## src/rtl/gelato_warp_issue_arbiter_pkg.sv

```systemverilog
// Shared types for the warp issue arbiter: selection policy and issue FSM states.
// Parameter-dependent index types live in the modules that own the parameters.
package gelato_warp_issue_arbiter_pkg;

  typedef enum logic {
    PolicyRr  = 1'b0,
    PolicyGto = 1'b1
  } warp_sel_policy_e;

  typedef enum logic {
    StEmpty = 1'b0,
    StHold  = 1'b1
  } arb_state_e;

endpackage

```

## src/rtl/gelato_warp_issue_arbiter_if.sv

```systemverilog
// Instruction-buffer, scoreboard and issue-handshake bundle of the warp issue arbiter.
// master = arbiter side, slave = buffers / scoreboard / operand collector side.
interface gelato_warp_issue_arbiter_if #(
  parameter int unsigned WARP_NUM = 4,
  parameter int unsigned SB_SIZE  = 4,
  parameter int unsigned REG_W    = 5,
  parameter int unsigned INST_W   = 64
);
  localparam int unsigned WarpW = $clog2(WARP_NUM);

  logic [WARP_NUM-1:0]              ibuf_valid;
  logic [WARP_NUM*INST_W-1:0]       ibuf_inst;
  logic [WARP_NUM*REG_W-1:0]        ibuf_rd;
  logic [WARP_NUM*REG_W-1:0]        ibuf_rs1;
  logic [WARP_NUM*REG_W-1:0]        ibuf_rs2;
  logic [WARP_NUM-1:0]              ibuf_pop;
  logic [WARP_NUM*SB_SIZE*REG_W-1:0] sb_regs;
  logic                             sb_alloc_valid;
  logic [WarpW-1:0]                 sb_alloc_warp;
  logic [REG_W-1:0]                 sb_alloc_reg;
  logic                             iss_valid;
  logic                             iss_ready;
  logic [INST_W-1:0]                iss_inst;
  logic [WarpW-1:0]                 iss_warp;

  modport master (
    input  ibuf_valid, ibuf_inst, ibuf_rd, ibuf_rs1, ibuf_rs2, sb_regs, iss_ready,
    output ibuf_pop, sb_alloc_valid, sb_alloc_warp, sb_alloc_reg, iss_valid, iss_inst, iss_warp
  );

  modport slave (
    output ibuf_valid, ibuf_inst, ibuf_rd, ibuf_rs1, ibuf_rs2, sb_regs, iss_ready,
    input  ibuf_pop, sb_alloc_valid, sb_alloc_warp, sb_alloc_reg, iss_valid, iss_inst, iss_warp
  );
endinterface

```

## src/rtl/gelato_warp_hazard_check.sv

```systemverilog
// Per-warp scoreboard check: no RAW/WAW hit on nonzero registers and, when the head
// writes a register, at least one free scoreboard slot (a slot holding 0 is free).
module gelato_warp_hazard_check #(
  parameter int unsigned SB_SIZE = 4,
  parameter int unsigned REG_W   = 5
) (
  input  logic [REG_W-1:0]         rd,
  input  logic [REG_W-1:0]         rs1,
  input  logic [REG_W-1:0]         rs2,
  input  logic [SB_SIZE*REG_W-1:0] sb_regs,
  output logic                     ok
);

  logic             hit;
  logic             has_free;
  logic [REG_W-1:0] entry;

  always_comb begin
    hit      = 1'b0;
    has_free = 1'b0;
    entry    = '0;
    for (int unsigned s = 0; s < SB_SIZE; s++) begin
      entry = sb_regs[s*REG_W +: REG_W];
      if (entry == '0) begin
        has_free = 1'b1;
      end else if ((rs1 == entry) || (rs2 == entry) || (rd == entry)) begin
        hit = 1'b1;
      end
    end
    ok = !hit && ((rd == '0) || has_free);
  end

endmodule

```

## src/rtl/gelato_warp_issue_arbiter.sv

```systemverilog
// Single-issue warp arbiter (round-robin / GTO) with a registered valid/ready issue slot.
// Define GELATO_WARPSKD_STATS_EN to add saturating issue/stall counters.
module gelato_warp_issue_arbiter
  import gelato_warp_issue_arbiter_pkg::*;
#(
  parameter int unsigned WARP_NUM = 4,
  parameter int unsigned SB_SIZE  = 4,
  parameter int unsigned REG_W    = 5,
  parameter int unsigned INST_W   = 64
) (
  input  logic                       clk,
  input  logic                       rst_n,
  input  logic                       rdy,
  input  logic                       policy,
  gelato_warp_issue_arbiter_if.master arb
`ifdef GELATO_WARPSKD_STATS_EN
  ,
  output logic [31:0]                stat_issued,
  output logic [31:0]                stat_stall_hazard,
  output logic [31:0]                stat_stall_bp
`endif
);

  localparam int unsigned WarpW = $clog2(WARP_NUM);
  typedef logic [WarpW-1:0] warp_idx_t;
  typedef logic [REG_W-1:0] reg_idx_t;

  arb_state_e          state_q;
  warp_idx_t           last_warp_q;
  logic                iss_valid_q;
  logic [INST_W-1:0]   iss_inst_q;
  warp_idx_t           iss_warp_q;
  reg_idx_t            iss_rd_q;
  logic [WARP_NUM-1:0] pop_q;
  logic                alloc_valid_q;
  warp_idx_t           alloc_warp_q;
  reg_idx_t            alloc_reg_q;

  logic [WARP_NUM-1:0] hz_ok;
  logic [WARP_NUM-1:0] elig;
  warp_sel_policy_e    pol;
  warp_idx_t           sel;
  warp_idx_t           cand;
  logic                found;
  logic                any_elig;

  for (genvar g = 0; g < WARP_NUM; g++) begin : g_hz
    gelato_warp_hazard_check #(
      .SB_SIZE (SB_SIZE),
      .REG_W   (REG_W)
    ) u_hz (
      .rd      (arb.ibuf_rd[g*REG_W +: REG_W]),
      .rs1     (arb.ibuf_rs1[g*REG_W +: REG_W]),
      .rs2     (arb.ibuf_rs2[g*REG_W +: REG_W]),
      .sb_regs (arb.sb_regs[g*SB_SIZE*REG_W +: SB_SIZE*REG_W]),
      .ok      (hz_ok[g])
    );
  end

  // The held warp is also the one accepted in a handshake cycle, so one term covers both.
  always_comb begin
    elig = '0;
    for (int unsigned w = 0; w < WARP_NUM; w++) begin
      elig[w] = arb.ibuf_valid[w] && hz_ok[w] &&
                !((state_q == StHold) && (warp_idx_t'(w) == iss_warp_q));
    end
  end

  assign pol      = warp_sel_policy_e'(policy);
  assign any_elig = |elig;

  always_comb begin
    sel   = last_warp_q;
    cand  = last_warp_q;
    found = 1'b0;
    if (pol == PolicyGto) begin
      if (elig[last_warp_q]) begin
        found = 1'b1;
      end
      for (int unsigned w = 0; w < WARP_NUM; w++) begin
        if (!found && elig[w]) begin
          sel   = warp_idx_t'(w);
          found = 1'b1;
        end
      end
    end else begin
      // Power-of-two warp count: index truncation gives the modulo wrap.
      for (int unsigned k = 1; k <= WARP_NUM; k++) begin
        cand = last_warp_q + warp_idx_t'(k);
        if (!found && elig[cand]) begin
          sel   = cand;
          found = 1'b1;
        end
      end
    end
  end

  always_ff @(posedge clk or negedge rst_n) begin
    if (!rst_n) begin
      state_q       <= StEmpty;
      last_warp_q   <= warp_idx_t'(WARP_NUM - 1);
      iss_valid_q   <= 1'b0;
      iss_inst_q    <= '0;
      iss_warp_q    <= '0;
      iss_rd_q      <= '0;
      pop_q         <= '0;
      alloc_valid_q <= 1'b0;
      alloc_warp_q  <= '0;
      alloc_reg_q   <= '0;
    end else if (rdy) begin
      pop_q         <= '0;
      alloc_valid_q <= 1'b0;
      unique case (state_q)
        StEmpty: begin
          if (any_elig) begin
            state_q     <= StHold;
            iss_valid_q <= 1'b1;
            iss_inst_q  <= arb.ibuf_inst[int'(sel)*INST_W +: INST_W];
            iss_warp_q  <= sel;
            iss_rd_q    <= arb.ibuf_rd[int'(sel)*REG_W +: REG_W];
          end
        end
        StHold: begin
          if (arb.iss_ready) begin
            pop_q[iss_warp_q] <= 1'b1;
            last_warp_q       <= iss_warp_q;
            if (iss_rd_q != '0) begin
              alloc_valid_q <= 1'b1;
              alloc_warp_q  <= iss_warp_q;
              alloc_reg_q   <= iss_rd_q;
            end
            if (any_elig) begin
              iss_inst_q <= arb.ibuf_inst[int'(sel)*INST_W +: INST_W];
              iss_warp_q <= sel;
              iss_rd_q   <= arb.ibuf_rd[int'(sel)*REG_W +: REG_W];
            end else begin
              state_q     <= StEmpty;
              iss_valid_q <= 1'b0;
            end
          end
        end
        default: state_q <= StEmpty;
      endcase
    end
  end

  // Pulses stay pending while frozen and are masked until rdy returns.
  assign arb.ibuf_pop       = rdy ? pop_q : '0;
  assign arb.sb_alloc_valid = rdy & alloc_valid_q;
  assign arb.sb_alloc_warp  = alloc_warp_q;
  assign arb.sb_alloc_reg   = alloc_reg_q;
  assign arb.iss_valid      = iss_valid_q;
  assign arb.iss_inst       = iss_inst_q;
  assign arb.iss_warp       = iss_warp_q;

`ifdef GELATO_WARPSKD_STATS_EN
  logic [31:0] issued_q, stall_hz_q, stall_bp_q;

  always_ff @(posedge clk or negedge rst_n) begin
    if (!rst_n) begin
      issued_q   <= '0;
      stall_hz_q <= '0;
      stall_bp_q <= '0;
    end else if (rdy) begin
      if (iss_valid_q && arb.iss_ready && (issued_q != '1)) begin
        issued_q <= issued_q + 32'd1;
      end
      if ((state_q == StEmpty) && (|arb.ibuf_valid) && !any_elig && (stall_hz_q != '1)) begin
        stall_hz_q <= stall_hz_q + 32'd1;
      end
      if (iss_valid_q && !arb.iss_ready && (stall_bp_q != '1)) begin
        stall_bp_q <= stall_bp_q + 32'd1;
      end
    end
  end

  assign stat_issued       = issued_q;
  assign stat_stall_hazard = stall_hz_q;
  assign stat_stall_bp     = stall_bp_q;
`endif

endmodule
```

## src/flat_wrapper.sv

```systemverilog
// flat-port wrapper written by rule: the top's interface ports become plain ports
module gelato_warp_issue_arbiter_flat import gelato_warp_issue_arbiter_pkg::*;
#(
  parameter int unsigned WARP_NUM = 4,
  parameter int unsigned SB_SIZE  = 4,
  parameter int unsigned REG_W    = 5,
  parameter int unsigned INST_W   = 64
)
  (clk, rst_n, rdy, policy, arb_ibuf_valid, arb_ibuf_inst, arb_ibuf_rd, arb_ibuf_rs1, arb_ibuf_rs2, arb_sb_regs, arb_iss_ready, arb_ibuf_pop, arb_sb_alloc_valid, arb_sb_alloc_warp, arb_sb_alloc_reg, arb_iss_valid, arb_iss_inst, arb_iss_warp);
  gelato_warp_issue_arbiter_if #(.WARP_NUM(WARP_NUM), .SB_SIZE(SB_SIZE), .REG_W(REG_W), .INST_W(INST_W)) arb_i ();
  input  logic clk;
  input  logic rst_n;
  input  logic rdy;
  input  logic policy;
  input wire logic [$bits(arb_i.ibuf_valid)-1:0] arb_ibuf_valid;
  input wire logic [$bits(arb_i.ibuf_inst)-1:0] arb_ibuf_inst;
  input wire logic [$bits(arb_i.ibuf_rd)-1:0] arb_ibuf_rd;
  input wire logic [$bits(arb_i.ibuf_rs1)-1:0] arb_ibuf_rs1;
  input wire logic [$bits(arb_i.ibuf_rs2)-1:0] arb_ibuf_rs2;
  input wire logic [$bits(arb_i.sb_regs)-1:0] arb_sb_regs;
  input wire logic [$bits(arb_i.iss_ready)-1:0] arb_iss_ready;
  output wire logic [$bits(arb_i.ibuf_pop)-1:0] arb_ibuf_pop;
  output wire logic [$bits(arb_i.sb_alloc_valid)-1:0] arb_sb_alloc_valid;
  output wire logic [$bits(arb_i.sb_alloc_warp)-1:0] arb_sb_alloc_warp;
  output wire logic [$bits(arb_i.sb_alloc_reg)-1:0] arb_sb_alloc_reg;
  output wire logic [$bits(arb_i.iss_valid)-1:0] arb_iss_valid;
  output wire logic [$bits(arb_i.iss_inst)-1:0] arb_iss_inst;
  output wire logic [$bits(arb_i.iss_warp)-1:0] arb_iss_warp;
  assign arb_i.ibuf_valid = arb_ibuf_valid;
  assign arb_i.ibuf_inst = arb_ibuf_inst;
  assign arb_i.ibuf_rd = arb_ibuf_rd;
  assign arb_i.ibuf_rs1 = arb_ibuf_rs1;
  assign arb_i.ibuf_rs2 = arb_ibuf_rs2;
  assign arb_i.sb_regs = arb_sb_regs;
  assign arb_i.iss_ready = arb_iss_ready;
  assign arb_ibuf_pop = arb_i.ibuf_pop;
  assign arb_sb_alloc_valid = arb_i.sb_alloc_valid;
  assign arb_sb_alloc_warp = arb_i.sb_alloc_warp;
  assign arb_sb_alloc_reg = arb_i.sb_alloc_reg;
  assign arb_iss_valid = arb_i.iss_valid;
  assign arb_iss_inst = arb_i.iss_inst;
  assign arb_iss_warp = arb_i.iss_warp;
  gelato_warp_issue_arbiter #(.WARP_NUM(WARP_NUM), .SB_SIZE(SB_SIZE), .REG_W(REG_W), .INST_W(INST_W)) u_core (.clk(clk), .rst_n(rst_n), .rdy(rdy), .policy(policy), .arb(arb_i));
endmodule
```

## config.mk

```make
export PLATFORM = sky130hd
export DESIGN_NAME = gelato_warp_issue_arbiter_flat
export DESIGN_NICKNAME = d
export VERILOG_FILES = /design/src/rtl/gelato_warp_issue_arbiter_pkg.sv /design/src/rtl/gelato_warp_issue_arbiter_if.sv /design/src/rtl/gelato_warp_hazard_check.sv /design/src/rtl/gelato_warp_issue_arbiter.sv /design/src/flat_wrapper.sv
export SDC_FILE = /design/constraint.sdc
export NUM_CORES = 1
export LEC_CHECK = 0
export BUFFER_PORTS_ARGS = -buffer_cell sky130_fd_sc_hd__buf_2
export CAP_MARGIN = 20
export CORE_MARGIN = 2
export CORE_UTILIZATION = 25
export DETAILED_ROUTE_END_ITERATION = 10
export PLACE_DENSITY_LB_ADDON = 0.1
export SYNTH_ARGS = -nofsm -noshare
export SYNTH_HDL_FRONTEND = slang
export SYNTH_HIERARCHICAL = 1
export SYNTH_SLANG_ARGS = --single-unit
```

## constraint.sdc

```tcl
create_clock -name clk -period 8.5 [get_ports clk]
set_clock_uncertainty 0.2 [all_clocks]
set_input_delay 0.425 -clock clk [delete_from_list [all_inputs] [get_ports clk]]
set_output_delay 0.425 -clock clk [all_outputs]
set_load 0.01 [all_outputs]
```

==> results.md, run 1 <==
* Post-DP Area at 16700 um2
* Slew @ Worst Pin at 1.14 ns
* Max VDD drop at 0.000169 V
* Number of DRC markers in iteration 0 at 1266
* DR pass1 iterations at 7
* FP Rows at 86
* Syn Inst Count at 1854
* Design Area, Final at 17100 um2
* Antenna viol nets, final at 0
* CTS Buf Count at 9
* Status: finished clean
* CP Data Required Time at 8.57 ns
* HP Class: in -> reg
* Post-synth EDFFs at 0
* Fin Setup TNS at 0 ns
* Die ar. at 57800 um2
* Maxcap violations at 0
* Gr ovfl total at 0
* Post-Syn Area at 14000 um2
* Largest net degree at the start of global routing at 100
* H-tree levels at 3
* CP arrival at 5.66 ns
* Clock sinks at 87
* Initial antenna violation count at 39
* Worst-path fanout max at 57
* Worst-path clk slew at 0.08 ns
* Type of origin of the critical path: input pin
* Top_reg_cell synth: dfrtp_1
* Clk_lat worst skew at 0.39 ns
* Routed len/inst at 24.7 um
* Vias per cell at 5.71
* Max clock buf depth at 2
* Max Clk Rate at 179 MHz
* Multi-input gate area at 10900 um2
* Nets at 2574
* Fin. Hold Viols at 0
* Area growth syn-to-layout at 22.6%
* # fillers at 6001
* Fin crit share at 0.658
* I/O Pins at 484
* GR Util All Layers at 0.243
* PortBufs at 483
* CP Capture Type: register
* Setup Viol. Count Final at 0
* Die H at 240 um
* GP Congestion at 0.873
* Mean area per synthesized cell at 7.53 um2
* Reg area at 2180 um2
* Synth warnings at 6
* Post-synthesis sequential area ratio at 0.156
* Lkg Pwr at 6.82 nW
* DRC at 0
* Power per cell area at 252 nW/um2
* Via Count at 16846
* Count of state elements after synthesis at 87
* Final slew viol count at 0
* First-pass GRT wire length at 107000 um
* Detail Placement HPWL at 49300 um
* Core ar. at 55200 um2
* Share of cells above drive strength 1 at 0.311
* Max reg flops at 64
* Cell variety after synth at 53
* Syn nets at 2259
* RSZ-0062 raised after global routing: false
* Fraction of registers with async set/reset at 1.00
* Most common cell after layout, fill and taps aside: buf_2
* Horiz. Die Dim at 240 um
* Commonest cells after routing, fill and taps aside: buf_2, nand3_1, xor2_1
* Minimum clock period at 5.59 ns
* Power consumption at 4.32 mW
* Clk Tree Root Cell: clkbuf_16
* Initial core utilization at 0.253
* Drt total wl at 73000 um
* Vias in the first global route at 16540
* Max_slew headroom at 0.241
* Crit Path Class: in -> reg
* TritonCTS clock tree: yes
-- layout make-up --
class                      count  area share
clock inverter                 6     0.00409
antenna                       27     0.00395
inverter                       8     0.00190
clock buffer                  10      0.0140
timing repair buffer         510       0.155
tap                          748      0.0547
multi-input combinational   1553       0.639
sequential                    87       0.128
-- synthesized netlist by cell type, drive strengths merged, types with 3 or more instances --
| master | instances | area (um2) |
|---|---|---|
| xnor2 | 104 | 911 |
| mux2 | 140 | 1580 |
| buf | 59 | 322 |
| dfrtp | 85 | 2130 |
| nor2 | 101 | 399 |
| o22ai | 4 | 25.0 |
| a221oi | 67 | 587 |
| a311o | 52 | 521 |
| and2 | 4 | 25.0 |
| a211oi | 122 | 916 |
| and3b | 3 | 26.3 |
| a22oi | 52 | 390 |
| nor3 | 50 | 250 |
| inv | 8 | 30.0 |
| a2111oi | 17 | 149 |
| or4 | 21 | 158 |
| a31o | 50 | 438 |
| a21oi | 31 | 155 |
| o21ai | 44 | 220 |
| nand4 | 18 | 113 |
| o211ai | 19 | 143 |
| nor4 | 9 | 56.3 |
| a311oi | 6 | 52.6 |
| and3 | 91 | 569 |
| clkbuf | 147 | 552 |
| xor2 | 136 | 1190 |
| nand3 | 229 | 1150 |
| a31oi | 30 | 188 |
| nand2 | 132 | 495 |
-- kinds of logic (layout without fill, tap and decap cells) --
group           count (synthesis)  in the layout  synth area share
compound gates                509            509             0.281
xor+xnor                      240            240             0.151
flops                          87             87             0.156
simple gates                  664            664             0.235
other cells                     0             27                 0
mux                           140            140             0.113
buf+inv                       214            534            0.0647
-- path summary, 6_finish.rpt --
path,startpoint,to,slack [ns],depth (start not counted)
setup / recovery,arb_sb_regs[36],u_core/iss_rd_q[2],2.91,16
hold reg to reg,u_core/arb.sb_alloc_reg[4],u_core/arb.sb_alloc_reg[4],0.28,2
min in group asynchronous,rst_n,u_core/arb.iss_inst[26],0.49,2
setup reg to reg,u_core/last_warp_q[0],u_core/iss_rd_q[2],3.23,8
hold / removal,rdy,u_core/pop_q[0],0.17,2
max in group asynchronous,rst_n,u_core/arb.iss_inst[20],6.40,3
-- per-layer routing --
metal	vias to the layer above	part of all wire	GRT usage
met5	-	0.0031	0
met4	34	0.025	0.0781
met3	110	0.073	0.0615
met2	611	0.48	0.401
met1	8319	0.42	0.310
li1	7772	-	-
-- per-stage QoR --
step,hold WS [ns],util,std cells,setup WS (ns)
finish,0.172,0.310,2949,2.91
global route,0.171,0.310,2939,2.77
CTS,0.141,0.309,2922,2.89
detailed placement,0.261,0.303,2905,2.44
global placement,0.260,0.303,2904,1.99
floorplan,-0.0706,-,1854,4.38
-- report_power, final --
group          internal [mW]  switching (mW)  leakage (nW)
clock network          0.238           0.233         0.141
logic                   1.13            1.90          5.68
registers              0.619           0.201         0.999
total                   1.99            2.33          6.82
-- repair_timing --
item,4_1_cts,5_1_grt
endpoints found under the hold margin,46,0
resized for setup,0,0
setup endpoints to repair,0,0
buffers inserted,0,0
hold buffers,1,0
-- critical path: stages --
cell       delay, ns
buf_2           0.14
or4_1           0.51
nor2_1          0.17
nor4_1          0.09
a311oi_1        0.25
a21oi_1         0.13
nor4_1          0.57
nand2_1         0.27
nor2_1          0.25
o21ai_1         0.08
a222oi_1        0.73
buf_4           0.81
mux2_2          0.42
a2111oi_0       0.50
buf_1           0.25
a211oi_1        0.08
(Power assumes the default switching activity.)
==> run 2: changes to the inputs <==
- clock period: 8.5 -> 4.9 ns (I/O delays scaled with it)
==> results.md, run 2 (synthesized netlist as in run 1, its figures left out) <==
* Final slew viol count at 0
* Type of origin of the critical path: input pin
* CTS Buf Count at 9
* Max clock buf depth at 2
* Area growth syn-to-layout at 28.2%
* Minimum clock period at 4.52 ns
* Maxcap violations at 0
* GP Congestion at 0.883
* Max Clk Rate at 221 MHz
* FP Rows at 86
* CP arrival at 4.58 ns
* Clk_lat worst skew at 0.39 ns
* Setup WS pre-CTS at -0.400 ns
* Slew @ Worst Pin at 1.07 ns
* Commonest cells after routing, fill and taps aside: buf_2, nand3_1, xor2_1
* Final Instance Count excl. Fillers at 3015
* Critical path origin: arb_sb_regs[22]
* Fin worst setup slack at 0.381 ns
* Antenna viol nets, final at 0
* Drt total wl at 73000 um
* Gr ovfl total at 0
* Initial antenna violation count at 42
* Hold path start: arb_ibuf_inst[15]
* Nets at 2638
* Share of cells above drive strength 1 at 0.331
* Comb power frac at 0.711
* Worst-path clk slew at 0.09 ns
* CP Capture Type: register
* Setup Viol. Count Final at 0
* Crit-path cells: buf_2 > or4_1 > nor2_2 > nor4_1 > a311oi_1 > a21oi_1 > nor4_1 > buf_4 > nand2_1 > nor2_1 > o21ai_1 > a222oi_1 > buf_4 > buf_12 > mux2_2 > a2111oi_0 > buf_4 > a211oi_1
* PortBufs at 483
* Crit Path Class: in -> reg
* Fin. Hold Viols at 0
* Post-DP Area at 17400 um2
* Vias in the first global route at 16575
* H-tree levels at 3
* Lkg Pwr at 7.25 nW
* Seq pwr share at 0.176
* Psw at 4.15 mW
* Most common cell after layout, fill and taps aside: buf_2
* Horiz. Die Dim at 240 um
* First-pass GRT wire length at 107000 um
* RSZ-0062 raised after global routing: false
* Slowest-stage cell, CP: a2111oi_0
* Routed len/inst at 24.2 um
* Vias per cell at 5.69
* Detail Placement HPWL at 51100 um
* Cell Int Power at 3.87 mW
* Clock share of power at 0.112
* GR Util All Layers at 0.243
* Hold path cells at 4
* Fin crit share at 0.922
* Initial core utilization at 0.253
* Die ar. at 57800 um2
* Number of DRC markers in iteration 0 at 1190
* Cell family with most CP delay: simple AND/OR/NAND/NOR gates
* Via Count at 17167
* CP Buf/Inv Count at 5
* Clock sinks at 87
* Launching point of the worst reg2reg path: u_core/last_warp_q[0]
* DR pass1 iterations at 5
* HP Class: in -> reg
* Most frequent CP cell: buf_4
* CP Data Required Time at 4.96 ns
* Max reg flops at 64
* DRC at 0
* Critical Path Max Stage Delay at 0.62 ns
* Core ar. at 55200 um2
* Power per cell area at 448 nW/um2
* Crit path depth at 18
* Switching Fraction at 0.517
* Worst Reg-to-Reg Cells at 8
* Status: finished clean
* Design Area, Final at 17900 um2
* Cells after DPL at 2967
* Max_slew headroom at 0.289
* Worst-path fanout max at 21
* Max VDD drop at 0.000362 V
* Die H at 240 um
* TritonCTS clock tree: yes
* Clk Tree Root Cell: clkbuf_16
* Largest net degree at the start of global routing at 89
* Hold_ws at 0.0544 ns
* I/O Pins at 484
## run 2: per-layer routing
layer	share of wire	up-vias	wire, um	GRT usage
met1	0.43	8462	31400	0.317
met5	0.0027	-	195	0
met2	0.47	657	34000	0.391
met4	0.023	32	1650	0.0715
met3	0.078	113	5670	0.0646
li1	-	7903	-	-
## run 2: final cells by class
class | instances | area, um2
fill | 5946 | 37300
tap | 748 | 936
antenna | 29 | 72.6
sequential | 87 | 2180
clock buffer | 9 | 225
clock inverter | 7 | 119
timing repair buffer | 574 | 3380
multi-input combinational | 1553 | 10900
inverter | 8 | 32.5
## run 2: worst min-delay path, stage by stage
cell and delay (ns):
buf_2 0.11, nand3_1 0.07, a31o_2 0.14, a211oi_1 0.05
## run 2: per-stage QoR
stage	setup TNS [ns]	util	power, mW
final	0	0.324	8.02
after global routing	0	0.324	8.57
after CTS	0	0.323	8.06
after detailed placement	-0.572	0.316	7.12
after global placement	-1.02	0.316	7.06
after floorplan	0	-	4.84
## run 2: power by group through the flow
stage | Combinational, mW | Clock [mW] | Sequential (mW)
finish | 5.71 | 0.901 | 1.41
global route | 6.16 | 0.952 | 1.46
CTS | 5.71 | 0.940 | 1.42
detailed placement | 5.69 | 0 | 1.42
global placement | 5.63 | 0 | 1.43
floorplan | 3.43 | 0 | 1.40
## run 2: repair_timing
action	4_1_cts	5_1_grt
setup endpoints to repair	0	1
endpoints found under the hold margin	23	0
hold buffers	3	0
gates resized for setup	0	2
setup buffers	0	0
## run 2: worst paths after layout
path,endpoint,slack (ns)
max in group asynchronous,u_core/arb.sb_alloc_warp[0],3.44
worst max register to register,u_core/arb.iss_inst[47],1.08
min in group asynchronous,u_core/arb.iss_inst[28],0.11
worst min-delay path,u_core/arb.iss_inst[15],0.05
worst max-delay path,u_core/arb.iss_inst[60],0.38
worst min register to register,u_core/arb.sb_alloc_reg[4],0.27
==> run 3: changes to the inputs <==
- CORE_ASPECT_RATIO: default -> 0.8
==> results.md, run 3 (synthesized netlist as in run 1, its figures left out) <==
* Drt total wl at 72100 um
* Die H at 215 um
* Max Clk Rate at 214 MHz
* Clock sinks at 87
* Max clock buf depth at 2
* PortBufs at 483
* Crit Path Class: in -> reg
* Max VDD drop at 0.000278 V
* Max_slew headroom at 0.405
* Fin util at 0.324
* CP Data Required Time at 4.98 ns
* Initial antenna violation count at 24
* Share of cells above drive strength 1 at 0.334
* Slew @ Worst Pin at 0.890 ns
* H-tree levels at 3
* Clk Tree Root Cell: clkbuf_16
* Antenna viol nets, final at 0
* Setup Viol. Count Final at 0
* CP arrival at 4.75 ns
* Vias per cell at 5.67
* I/O Pins at 484
* RSZ-0062 raised after global routing: false
* Setup WS pre-CTS at -0.280 ns
* GR Util All Layers at 0.242
* Vias in the first global route at 16791
* Clk_lat worst skew at 0.39 ns
* Power consumption at 7.96 mW
* Gr ovfl total at 0
* Fin Setup TNS at 0 ns
* Max reg flops at 64
* Worst-path clk slew at 0.09 ns
* Commonest cells after routing, fill and taps aside: buf_2, nand3_1, xor2_1
* Minimum clock period at 4.67 ns
* Initial core utilization at 0.253
* Horiz. Die Dim at 268 um
* Detail Placement HPWL at 50000 um
* Die ar. at 57800 um2
* Lkg Pwr at 7.28 nW
* Maxcap violations at 0
* Largest net degree at the start of global routing at 144
* CP Capture Type: register
* HP Class: in -> reg
* Post-CTS setup buffers at 0
* GP Congestion at 0.890
* Nets at 2650
* Worst-path fanout max at 17
* TritonCTS clock tree: yes
* DRC at 0
* Fin crit share at 0.953
* Final slew viol count at 0
* FP Rows at 77
* DR pass1 iterations at 6
* Status: finished clean
* Type of origin of the critical path: input pin
* First-pass GRT wire length at 108000 um
* # fillers at 5973
* Fin worst setup slack at 0.231 ns
* Power per cell area at 445 nW/um2
* Area growth syn-to-layout at 28.2%
* Number of DRC markers in iteration 0 at 1437
* Core ar. at 55200 um2
* CTS Buf Count at 9
* Most common cell after layout, fill and taps aside: buf_2
* Fin. Hold Viols at 0
* Via Count at 17120
* Routed len/inst at 23.9 um
run 3: layer usage:
layer  global-route usage  wire length [um]
met5                    0                69
met4               0.0611              1010
met3               0.0357              4240
met2                0.386             33500
met1                0.340             33200
run 3: metrics by stage:
step           cell area (um2)  cells  hold slack (ns)
4_1_cts                  17900   3000           0.0247
6_report                 17900   3019           0.0484
3_3_place_gp             17600   2981            0.172
3_5_place_dp             17600   2981            0.183
5_1_grt                  17900   3016           0.0491
2_1_floorplan            14000   1854           -0.251
run 3: report_power, final:
| group | internal, mW | switching [mW] | total, mW | leakage, nW |
|---|---|---|---|---|
| logic | 2.41 | 3.47 | 5.87 | 6.15 |
| registers | 1.07 | 0.264 | 1.34 | 0.999 |
| clock network | 0.348 | 0.406 | 0.754 | 0.129 |
| total | 3.82 | 4.14 | 7.96 | 7.28 |
run 3: area by class of cell:
type	instances	area, um2	share of cell area
Clock buffer	10	229	0.0128
Inverter	8	32.5	0.00182
Sequential cell	87	2180	0.122
Tap cell	750	938	0.0524
Clock inverter	6	42.5	0.00238
Timing Repair Buffer	586	3490	0.195
Antenna cell	19	47.5	0.00266
Multi-Input combinational cell	1553	10900	0.611
run 3: path summary, 6_finish.rpt:
| path | startpoint | end | slack, ns | cells after the start |
|---|---|---|---|---|
| worst max-delay path | arb_sb_regs[72] | u_core/arb.iss_inst[55] | 0.23 | 18 |
| worst min-delay path | arb_ibuf_inst[68] | u_core/arb.iss_inst[4] | 0.05 | 4 |
| worst max register to register | u_core/arb.iss_warp[0] | u_core/arb.iss_inst[55] | 1.03 | 10 |
| worst min register to register | u_core/arb.sb_alloc_warp[1] | u_core/arb.sb_alloc_warp[1] | 0.29 | 2 |
| max in group asynchronous | rst_n | u_core/arb.iss_valid | 3.10 | 3 |
| min in group asynchronous | rst_n | u_core/arb.iss_inst[37] | 0.26 | 2 |
run 3: repair_timing:
item,CTS,global route
gates resized for setup,0,1
endpoints found under the hold margin,45,0
hold buffers,3,0
endpoints found under the setup margin,0,1
run 3: critical path, stage by stage:
cell,delay [ns]
buf_2,0.16
or4_1,0.53
nor2_2,0.15
nor4_1,0.09
a311oi_1,0.21
a21oi_1,0.11
nor4_1,0.44
buf_4,0.20
nand2_1,0.09
nor2_1,0.18
o21ai_1,0.10
a222oi_1,0.34
buf_4,0.24
buf_12,0.18
mux2_2,0.35
a2111oi_1,0.83
buf_4,0.23
a211oi_1,0.05
